`src/rtl/extio8x4_init_ctrl.sv`:
```
// Initiator sequencer for the extio link: sends each stream byte as two nibbles
// (low first) over a 4-phase req/ack handshake, with a sticky wait-timeout flag.
module extio8x4_init_ctrl #(
    parameter int TMO_W = 10
) (
    input  logic       clk,
    input  logic       reset,
    input  logic       testmode,
    input  logic [7:0] s_tdata,
    input  logic       s_tvalid,
    output logic       s_tready,
    output logic [3:0] io_data,
    output logic       io_req,
    input  logic       io_ack,
    output logic       tmo_err,
    input  logic       tmo_clr,
    output logic       busy
);

    typedef enum logic [2:0] {
        IDLE, LO_SET, LO_REQ, LO_REL, HI_SET, HI_REQ, HI_REL
    } state_t;

    localparam logic [TMO_W-1:0] CNT_MAX = '1;

    state_t           state_q, state_d;
    logic [3:0]       hi_q, hi_d;
    logic [3:0]       data_q, data_d;
    logic             req_q, req_d;
    logic [TMO_W-1:0] cnt_q, cnt_d;
    logic             err_q, err_d;
    logic             sync1_q, sync2_q;
    logic             ack_s;
    logic             new_sat;

    always_ff @(posedge clk or posedge reset) begin
        if (reset) begin
            sync1_q <= 1'b0;
            sync2_q <= 1'b0;
        end else begin
            sync1_q <= io_ack;
            sync2_q <= sync1_q;
        end
    end

    assign ack_s = testmode ? io_ack : sync2_q;

    always_comb begin
        state_d = state_q;
        hi_d    = hi_q;
        data_d  = data_q;
        case (state_q)
            IDLE: begin
                if (s_tvalid) begin
                    hi_d    = s_tdata[7:4];
                    data_d  = s_tdata[3:0];
                    state_d = LO_SET;
                end
            end
            // SET states refuse to raise req while a stale ack is still high
            LO_SET: if (!ack_s) state_d = LO_REQ;
            LO_REQ: if (ack_s)  state_d = LO_REL;
            LO_REL: begin
                if (!ack_s) begin
                    data_d  = hi_q;
                    state_d = HI_SET;
                end
            end
            HI_SET: if (!ack_s) state_d = HI_REQ;
            HI_REQ: if (ack_s)  state_d = HI_REL;
            HI_REL: if (!ack_s) state_d = IDLE;
            default: state_d = IDLE;
        endcase

        req_d = (state_d == LO_REQ) || (state_d == HI_REQ);

        cnt_d = cnt_q;
        if (state_d != state_q) begin
            cnt_d = '0;
        end else if ((state_q != IDLE) && (cnt_q != CNT_MAX)) begin
            cnt_d = cnt_q + 1'b1;
        end

        // A fresh saturation beats a clear; a clear while already saturated
        // holds for one cycle before the level re-asserts the flag.
        new_sat = (cnt_d == CNT_MAX) && (cnt_q != CNT_MAX);
        err_d   = err_q;
        if (new_sat) begin
            err_d = 1'b1;
        end else if (tmo_clr) begin
            err_d = 1'b0;
        end else if (cnt_q == CNT_MAX) begin
            err_d = 1'b1;
        end
    end

    always_ff @(posedge clk or posedge reset) begin
        if (reset) begin
            state_q <= IDLE;
            hi_q    <= 4'h0;
            data_q  <= 4'h0;
            req_q   <= 1'b0;
            cnt_q   <= '0;
            err_q   <= 1'b0;
        end else begin
            state_q <= state_d;
            hi_q    <= hi_d;
            data_q  <= data_d;
            req_q   <= req_d;
            cnt_q   <= cnt_d;
            err_q   <= err_d;
        end
    end

    assign s_tready = (state_q == IDLE) && !reset;
    assign busy     = (state_q != IDLE);
    assign io_data  = data_q;
    assign io_req   = req_q;
    assign tmo_err  = err_q;

endmodule

```
`config.mk`:
```
export PLATFORM = sky130hd
export DESIGN_NAME = extio8x4_init_ctrl
export DESIGN_NICKNAME = d
export VERILOG_FILES = /design/src/rtl/extio8x4_init_ctrl.sv
export SDC_FILE = /design/constraint.sdc
export NUM_CORES = 1
export LEC_CHECK = 0
export BUFFER_PORTS_ARGS = -buffer_cell sky130_fd_sc_hd__buf_4
export CAP_MARGIN = 20
export CORE_UTILIZATION = 55
export DETAILED_ROUTE_END_ITERATION = 10
export HOLD_SLACK_MARGIN = 0.12
export PLACE_DENSITY_LB_ADDON = 0.2
export RECOVER_POWER = 100
export SLEW_MARGIN = 20
export SYNTH_ARGS = -nofsm -noshare
export SYNTH_HDL_FRONTEND = slang
export SYNTH_SLANG_ARGS = --single-unit
```
`constraint.sdc`:
```
create_clock -name clk -period 2.35 [get_ports clk]
set_input_delay 0.47 -clock clk [delete_from_list [all_inputs] [get_ports clk]]
set_output_delay 0.47 -clock clk [all_outputs]
set_load 0.005 [all_outputs]
```
==> impl_metrics.ini <==
[final_layout]
final_cell_mix = dfrtp_1 (25), clkbuf_4 (13), nor2_1 (12), buf_4 (12), nand2_1 (9)
areaGrowthSynthToFinish_pct = 15.62
num_antenna_cells = 0
mostFrequentLayoutCell = dfrtp_1
fin_area_um2 = 1538
nNetsFinal = 169
nFillCells = 176
drive_above_1_share_pct = 23.53

[synth]
synth_top_flop_cell = dfrtp_1
synthCells = 127
synth-edff-count = 0
synth_area_um2 = 1330
ys_async_sr_fraction_pct = 100.0
synth.yosys.seq_area_share_pct = 47.04
synth.distinct_cells = 41
ys_warn_count = 0
syn_avg_cell_area_um2 = 10.47
yosys_register_bits = 25
synth_nets = 142

[clocking]
clock_path_buffers = 2
cts_tree = built
clock-sinks = 25
htreeDepth = 1
cts_buffers = 3
clkTransAtPathRegs_ns = 0.13
clkLatencyLatePin_ns = 0.33
cts_root_buffer = clkbuf_4

[timing]
setup_tns_ns = 0
finalHoldViolations = 0
finalWorstSetupSlack_ns = 0.1916
fmax_mhz = 463.3
min_period_ns = 2.158
tightest_slew_ns = 0.9027
rsz0062_at_grt = no
fin_worst_skew_ns = 0.01327
min_period_over_period_pct = 91.85
setup-violations-final = 0
slew_headroom_pct = 39.82
final_max_slew_viol_count = 0

[power]
combPwrFrac_pct = 39.8
p_int_w = 0.0009176
p_seq_share_pct = 46.2
powerDensity_nw_per_um2 = 963.2
switchingPower_w = 0.0005635
swShare_pct = 38.05
clock_power_share_pct = 14.0
p_leak_nw = 0.7202
peakVddDrop_mv = 0.8274

[global_routing]
grt_pass1_vias = 1071
antenna_found_initial = 0
grt_pass1_wl_um = 4643
grt_overflow = 0
grt_max_degree = 18
grt_usage_pct = 24.41

[setup_path]
crit_arrival_ns = 1.69
r2r_end = tmo_err
crit_type = reg -> out
worstSetupStartpointType = register
cp_max_fo = 14
rr_startpoint = state_q[0]
critPathRequiredTime_ns = 1.88
rrSetupSlack_ns = 0.27
ff2ff_path_depth = 5
end_kind = output port

[floorplan]
die_width_um = 51.18
core_area_um2 = 2255
rows = 17
initial_core_util_pct = 58.99
die_y_um = 51.18
fp.dieArea_um2 = 2619
ioPinCount = 22

[status]
status = completed

[place]
place_congestion = 0.8240
dpl-instance-area_um2 = 1526
port_buffers = 21
post-place-ws_ns = 0.3718
dpl.hpwl_um = 1994

[routing]
vias = 1056
totalWireLength_um = 2697
drc = 0
drt-pass1-iter-count = 4
initialDrtViolationCount = 19
wl_per_cell_um = 14.90
viasPerCell = 5.834
ant_nets = 0

[min_path]
holdPathStages = 1
hold_class = in -> reg
min_from = io_ack
hold-path-endpoint = sync1_q

[flow_run]
drv_cap = 0
worst max-delay path, cell delays in order (launching register included):
cell and delay, ns:
dfrtp_1 0.57, nor3_4 0.40, inv_1 0.15, nor2_1 0.11, clkbuf_4 0.13
how the worst max path moves through the flow:
stage,endpoint,startpoint,depth (start not counted)
2_1_floorplan,tmo_err,testmode,6
3_3_place_gp,tmo_err,testmode,6
3_5_place_dp,tmo_err,testmode,6
4_1_cts,s_tready,state_q[0],4
5_1_grt,s_tready,state_q[0],4
6_report,s_tready,state_q[0],4
state kept, by name, summed over array words and instances, names as in the netlist:
signal / flops
cnt_q: 10
hi_q: 4
io_data: 4
io_req: 1
state_q: 3
sync1_q: 1
sync2_q: 1
tmo_err: 1
power groups by stage:
stage	sequential [W]	clock, W	combinational [W]
after global placement	0.000681	0	0.000611
after floorplan	0.000620	0	0.000494
after global routing	0.000710	0.000225	0.000658
final	0.000684	0.000207	0.000590
after CTS	0.000675	0.000212	0.000636
after detailed placement	0.000685	0	0.000631
logic make-up after synthesis:
logic type	Yosys count	synth area share, %
AOI/OAI and AO/OA	29	16.18
xor gates and xnor gates	5	3.292
adders and majority gates	1	0.9406
buffers and inverters	10	3.951
DFF	25	47.04
muxes	11	8.655
and+or+nand+nor	46	19.94
routing by layer:
layer  GRT usage [%]  part of all wire [%]  up-vias
met5               0                     0        -
li1                -                     -      517
met4           8.796                   2.0        0
met3           5.655                   3.3        7
met1           28.93                    45      506
met2           42.76                    50       26
through the flow:
| stage | hold WS, ns | utilization [%] | total power, W | cells |
|---|---|---|---|---|
| after floorplan | 0.3312 | - | 0.001114 | 127 |
| after global placement | 0.3434 | 67.70 | 0.001292 | 176 |
| after detailed placement | 0.3433 | 67.70 | 0.001317 | 176 |
| after CTS | 0.2514 | 69.53 | 0.001523 | 181 |
| after global routing | 0.2665 | 68.20 | 0.001594 | 181 |
| final | 0.2802 | 68.20 | 0.001481 | 181 |
synth_stat cells (2+ instances only):
master | number | area (µm²)
dfrtp_1 | 25 | 625.6
nor2_1 | 12 | 45.04
nand2_1 | 9 | 33.78
o21ai_0 | 8 | 40.04
mux2i_1 | 7 | 70.07
a21oi_1 | 6 | 30.03
nor3_1 | 6 | 30.03
inv_1 | 5 | 18.77
mux2_2 | 4 | 45.04
xnor2_1 | 4 | 35.03
buf_2 | 3 | 15.01
nand3_1 | 3 | 15.01
a21o_1 | 2 | 15.01
a41o_1 | 2 | 20.02
and3_1 | 2 | 12.51
and4_1 | 2 | 17.52
nor3b_1 | 2 | 15.01
o211ai_1 | 2 | 15.01
repair_timing:
item                                    4_1_cts  5_1_grt
endpoints found under the hold margin         8        0
setup buffers                                 0        0
endpoints found under the setup margin        0        1
hold buffers                                  1        0
resized for setup                             0        1
cell type report:
cell class / count / area (µm²) / share of cell area, %
Clock buffer: 3 / 22.52 / 1.465
Clock inverter: 1 / 8.758 / 0.5696
Inverter: 5 / 18.77 / 1.221
Multi-Input combinational cell: 92 / 636.9 / 41.42
Sequential cell: 25 / 625.6 / 40.68
Tap cell: 28 / 35.03 / 2.278
Timing Repair Buffer: 27 / 190.2 / 12.37
Note: power is estimated with default switching activity, not from simulation.
